### src/rtl/alu_cmd_seq.sv
// Command front-end for the 4-bit combinational ALU: registers operands/opcode,
// captures result and flags one cycle later, and keeps an accumulator and an overflow count.
module alu_cmd_seq #(
  parameter int WIDTH     = 4,
  parameter int OVF_CNT_W = 8
) (
  input  logic                 clk,
  input  logic                 rst,
  input  logic                 cmd_valid,
  output logic                 cmd_ready,
  input  logic [2:0]           cmd_op,
  input  logic [WIDTH-1:0]     cmd_a,
  input  logic [WIDTH-1:0]     cmd_b,
  input  logic                 cmd_acc,
  output logic [WIDTH-1:0]     alu_a,
  output logic [WIDTH-1:0]     alu_b,
  output logic [2:0]           alu_ch,
  input  logic [WIDTH-1:0]     alu_f,
  input  logic                 zero_f,
  input  logic                 over_f,
  input  logic                 cout_f,
  output logic                 rsp_valid,
  input  logic                 rsp_ready,
  output logic [WIDTH-1:0]     rsp_f,
  output logic                 rsp_zero,
  output logic                 rsp_over,
  output logic                 rsp_cout,
  output logic                 rsp_err,
  output logic [WIDTH-1:0]     acc,
  output logic [OVF_CNT_W-1:0] ovf_cnt
);

  typedef enum logic [1:0] {IDLE, EXEC, RESP} state_t;

  typedef struct packed {
    logic [WIDTH-1:0] f;
    logic             zero;
    logic             over;
    logic             cout;
    logic             err;
  } rsp_t;

  localparam logic [OVF_CNT_W-1:0] OVF_MAX = '1;

  state_t state;
  rsp_t   rsp_q;
  logic   cmd_rsvd;

  assign cmd_rsvd  = (cmd_op == 3'b010) || (cmd_op == 3'b111);
  assign cmd_ready = (state == IDLE);
  assign rsp_valid = (state == RESP);

  assign rsp_f    = rsp_q.f;
  assign rsp_zero = rsp_q.zero;
  assign rsp_over = rsp_q.over;
  assign rsp_cout = rsp_q.cout;
  assign rsp_err  = rsp_q.err;

  always_ff @(posedge clk) begin
    if (rst) begin
      state   <= IDLE;
      alu_a   <= '0;
      alu_b   <= '0;
      alu_ch  <= '0;
      rsp_q   <= '0;
      acc     <= '0;
      ovf_cnt <= '0;
    end else begin
      case (state)
        IDLE: if (cmd_valid) begin
          if (cmd_rsvd) begin
            // ALU inputs stay put; the error response is produced without an ALU pass
            rsp_q <= '{f: '0, zero: 1'b0, over: 1'b0, cout: 1'b0, err: 1'b1};
            state <= RESP;
          end else begin
            alu_a  <= cmd_acc ? acc : cmd_a;
            alu_b  <= cmd_b;
            alu_ch <= cmd_op;
            state  <= EXEC;
          end
        end
        EXEC: begin
          rsp_q <= '{f: alu_f, zero: zero_f, over: over_f, cout: cout_f, err: 1'b0};
          if (over_f && ovf_cnt != OVF_MAX) ovf_cnt <= ovf_cnt + 1'b1;
          state <= RESP;
        end
        RESP: if (rsp_ready) begin
          if (!rsp_q.err) acc <= rsp_q.f;
          state <= IDLE;
        end
        default: state <= IDLE;
      endcase
    end
  end

endmodule

### config.mk
export PLATFORM = sky130hd
export DESIGN_NAME = alu_cmd_seq
export DESIGN_NICKNAME = d
export VERILOG_FILES = /design/src/rtl/alu_cmd_seq.sv
export SDC_FILE = /design/constraint.sdc
export NUM_CORES = 1
export LEC_CHECK = 0
export CAP_MARGIN = 20
export CORE_MARGIN = 1.5
export CORE_UTILIZATION = 42
export CTS_CLUSTER_SIZE = 12
export DETAILED_ROUTE_END_ITERATION = 12
export PLACE_DENSITY = 0.78
export SLEW_MARGIN = 25
export SYNTH_ARGS = -nofsm -noshare
export SYNTH_HDL_FRONTEND = slang
export SYNTH_SLANG_ARGS = --single-unit
### constraint.sdc
create_clock -name clk -period 2.3 [get_ports clk]
set_clock_uncertainty 0.15 [all_clocks]
set_input_delay 0.46 -clock clk [delete_from_list [all_inputs] [get_ports clk]]
set_output_delay 0.46 -clock clk [all_outputs]
set_load 0.005 [all_outputs]
# ---- Yosys cells after proc, flatten, opt, wreduce, memory -nomap -nowiden
# Cells that the tools add are included.
dict set report word_totals {
  in_bits 23
  ff_bits 33
  wordCells 39
  out_inout_bits 33
}
dict set report op_classes {
  reduce_logical 9
  n_bitwise 2
  addsub 1
  eq_ne 8
  n_mux 8
}
# operator n
set op_table {}
lappend op_table {{$mux W8} 2}
lappend op_table {{$pmux W8 S2} 1}
lappend op_table {{$reduce_and A3 Y1} 3}
lappend op_table {{$add A8 B1 Y8 const B} 1}
lappend op_table {{$ne A8 B8 Y1 const B} 1}
lappend op_table {{$mux W2} 3}
lappend op_table {{$pmux W2 S3} 1}
lappend op_table {{$mux W4} 1}
lappend op_table {{$ne A2 B1 Y1 const B} 2}
lappend op_table {{$reduce_and A2 Y1} 2}
lappend op_table {{$eq A3 B2 Y1 const B} 1}
lappend op_table {{$eq A3 B3 Y1 const B} 1}
lappend op_table {{$eq A2 B1 Y1 const B} 1}
lappend op_table {{$eq A2 B2 Y1 const B} 1}
lappend op_table {{$logic_not A2 Y1} 1}
lappend op_table {{$ne A2 B2 Y1 const B} 1}
lappend op_table {{$not A1 Y1} 2}
lappend op_table {{$reduce_bool A2 Y1} 1}
lappend op_table {{$logic_and A1 B1 Y1} 1}
lappend op_table {{$logic_or A1 B1 Y1} 1}

# ---- Depth between registers and ports, before layout
dict set report depth {
  ltp_word 5
  mapped_depth 5
  ltp_nobuf 5
}

# ---- Least setup slack after synthesis
# No wires, ideal clock.
dict set report synth_path {
  path_type {in2reg}
  start {in cmd_valid}
  end {reg alu_a[0]}
  required_time_ns 2.071
  stages 5
  path_slack_ns 0.598
  path_buffers 1
  arrival_ns 1.473
  setup_ns 0.079
  cell_sequence {or3b_4 a21oi_4 buf_8 nor2_1 a211oi_2}
}
dict set report synth_via {
  elab_chain_len 1
}
# element line_no
set synth_rtl {}
lappend synth_rtl {{from (decl)} 9} ;# input logic cmd_valid,
lappend synth_rtl {{$reduce_and A3 Y1 (no line)} n/a}
lappend synth_rtl {{to (signal assigned)} 76} ;# alu_a <= cmd_acc ? acc : cmd_a;
lappend synth_rtl {{to (decl)} 15} ;# output logic [WIDTH-1:0] alu_a,
# No other way between the ends.
# A chain may end at the register's enable or synchronous reset.

# ---- Final worst setup path
dict set report layout_path {
  start {reg state[1]}
  end {out rsp_valid}
}
dict set report layout_via {
  elab_chain_len 1
}
# element line_no
set layout_rtl {}
lappend layout_rtl {{from (decl)} 45} ;# state_t state;
lappend layout_rtl {{from (signal assigned)} 61} ;# state <= IDLE;
lappend layout_rtl {{from (signal assigned)} 74} ;# state <= RESP;
lappend layout_rtl {{from (signal assigned)} 79} ;# state <= EXEC;
lappend layout_rtl {{$eq A2 B2 Y1} 51} ;# assign rsp_valid = (state == RESP);
lappend layout_rtl {{to (decl)} 22} ;# output logic rsp_valid,
# No other way between the ends.

==> results.md <==
* Hold Path Cell Cnt at 2
* Slew @ Worst Pin at 426 ps
* Via count at roughly 1300
* Status: finished clean
* Hold_ws at 313 ps
* Min cycle time layout at 2160 ps
* Rel. slew slack at slightly above 70%
* Arrival @ worst endpoint at 1550 ps
* Synth cell types at 34
* CP endpoint kind: output port
* 1st-pass router iterations at 4
* Post-Syn Area per Cell at roughly 9.4 um^2
* Fillers at approximately 290
* GRT Overall Usage at between 20% and 30%
* Largest net degree at the start of global routing at 17
* Clock-pin slew on the worst setup and hold paths at 100 ps
* Crit Path Class: reg2out
* Setup TNS at 0 ps
* Clk sinks at 33
* Worst Path Required at 1690 ps
* Max clock buf depth at 2
* Number of synthesized flops with an enable pin at 0
* DRT Wirelength at 3.61 mm
* Reg-to-Reg Start: state[1]
* Reg2reg end: alu_b[1]
* Share of the synthesized area in the top cell type at 47.3%
* Startpoint types: flip-flop
* HP Class: reg2reg
* VDD IR max at 373 uV
* WL/cell at 14.1 um
* Die ar. at about 3700 um^2
* Hold path startpoint: rsp_over
* Setup Viol. Count Final at 0
* Core Box Area at 3100 um^2
* First-pass GRT wire length at 5.75 mm
* Max-cap viol count at 0
* Mapped Nets at between 150 and 200
* Die height at between 60 and 70 um
* CP peak stage delay at 490 ps
* GPL Wtd Cong at 0.821
* Initial antenna violation count at 0
* Post-Synthesis Cells at 149
* Clock Root Buffer: clkbuf_4
* CP Max Fanout at 14
* Final hold viol count at 0
* RSZ-0062 raised after global routing: no
* Post-CTS repair timing setup buffer count at 0
* Number of CTS-inserted buffers at 5
* Crit-path slowest cell: clkdlybuf4s50_1
* Cell Rows at 20
* Hold buffer count at CTS at 0
* Share of layout cells above drive strength 1 at 11.8%
* Post-synth top area cell: dfxtp_1
* Async SR Flop Fraction at 0%
* Reg2Reg Setup Slack at around 600 ps
* Via/cell ratio at 5.10
* R2r worst-path depth at 5
* Detail Route Antenna Nets at 0
* Worst-Skew Late Latency at 330 ps
* Total count of max-transition violations in the final report at 0
* Top cells by area, synth: dfxtp_1 (47%), mux2i_1 (11%), nor2_1 (6.4%)
* Pwr dens at ~580 nW/um^2
* Crit-path cells: nand2b_1, inv_1, clkdlybuf4s50_1
* Register area share after synthesis at 47.3%
* Initial detailed-routing violation count at 38
* Final period utilization at ~94%
* Peak Freq at 462 MHz
* Initial Util at 45.0%
* Top FF cell, synth: dfxtp_1
* Antenna cells at 0
* Syn-to-layout area delta at 51.3%
* IO buf count at 55
* CTS H-tree depth at 2
* #FFs+latches synth at 33
* IO Pins at 56
* Yosys warnings at 0
* Die X at 60.7 um
* Cell Area, Synth at 1400 um^2
* TritonCTS clock tree: built
* Number of global-route vias before repair at 1280
* NumNets Final at 235
* GRT overflow at 0
* Hold Path Sink: rsp_over
* P_leak at 0.000770 uW
* Post-route DRC at 0
* Final setup margin at 136 ps
* Hpwl dp at 2.78 mm
* Setup WS pre-CTS at 36.8 ps
synth_stat cells, drive strengths merged, types with 2 or more instances:
| cell type | n |
|---|---|
| o22ai | 2 |
| nor3 | 4 |
| dfxtp | 33 |
| nand2b | 2 |
| a31oi | 3 |
| inv | 4 |
| nand3 | 2 |
| nor2b | 3 |
| mux2i | 16 |
| o21ai | 8 |
| clkbuf | 4 |
| a211oi | 6 |
| nand4 | 2 |
| buf | 3 |
| a21oi | 8 |
| nand2 | 11 |
| nor2 | 24 |
critical path, delay by kind of cell, from the launching register on:
| family | cells | cell delay, ps |
|---|---|---|
| DFF | 1 | 480 |
| buffers and inverters | 2 | 580 |
| and+or+nand+nor | 1 | 160 |
power breakdown:
group / internal (uW) / switching [uW]
clock network: 177 / 193
logic: 144 / 91.6
registers: 599 / 23.1
total: 920 / 308
logic make-up after synthesis:
kind of cell / count (synthesis) / synth area share [%]
buffers and inverters: 11 / 3.76
flip-flops: 33 / 47.3
multiplexers: 17 / 12.3
AO/OA/AOI/OAI: 32 / 16.7
XOR/XNOR: 2 / 1.25
adder cells (fa/ha/maj): 1 / 0.895
AND/OR/NAND/NOR: 53 / 17.8
how the worst max path moves through the flow:
| stage | depth (start not counted) | to | from | slack [ps] |
|---|---|---|---|---|
| CTS | 3 | rsp_valid | state[1] | 130 |
| global placement | 6 | alu_ch[0] | cmd_valid | 130 |
| global route | 3 | rsp_valid | state[1] | 30 |
| finish | 3 | rsp_valid | state[1] | 140 |
| floorplan | 5 | alu_a[0] | cmd_valid | 600 |
| detailed placement | 6 | alu_b[1] | cmd_valid | 40 |
final cells by class:
cell class | count | area, um^2 | area share, %
Clock buffer | 7 | 65.1 | 3.08
Clock inverter | 1 | 5.00 | 0.237
Inverter | 4 | 15.0 | 0.710
Multi-Input combinational cell | 105 | 684 | 32.4
Sequential cell | 33 | 662 | 31.3
Tap cell | 44 | 55.1 | 2.60
Timing Repair Buffer | 62 | 628 | 29.7
repair_timing:
action / CTS / global route
setup endpoints to repair: 1 / 0
resized for setup: 1 / 0
endpoints found under the hold margin: 0 / 0
cells in the final DEF (no fill, tap or decap), types with 4 or more instances in the layout:
master / instances
dfxtp_1: 32
clkbuf_4: 5
nor2_1: 24
nand2_1: 11
nor3_1: 4
a21oi_1: 7
o21ai_0: 8
buf_4: 5
a211oi_2: 4
mux2i_1: 16
inv_1: 4
clkdlybuf4s50_1: 55
flip-flops by register name, summed over array words and instances (netlist names):
name and count:
rsp_over 1, alu_a 4, alu_ch 3, rsp_cout 1
alu_b 4, acc 4, state 2, rsp_err 1
rsp_f 4, rsp_zero 1, ovf_cnt 8
stage by stage:
stage / cells / area (um^2) / power, uW / utilization [%]
2_1_floorplan: 149 / 1400 / 731 / -
3_3_place_gp: 248 / 2040 / 861 / 65.8
3_5_place_dp: 248 / 2040 / 871 / 65.8
4_1_cts: 256 / 2110 / 1240 / 68.1
5_1_grt: 256 / 2110 / 1280 / 68.1
6_report: 256 / 2110 / 1230 / 68.1
layer usage:
layer / global-route usage, % / wire, um / vias up
li1: - / - / 659
met1: 24.5 / 1490 / 601
met2: 38.4 / 1900 / 41
met3: 5.33 / 183 / 5
met4: 7.76 / 41 / 0
met5: 0 / 0 / -
(Power assumes the default switching activity.)
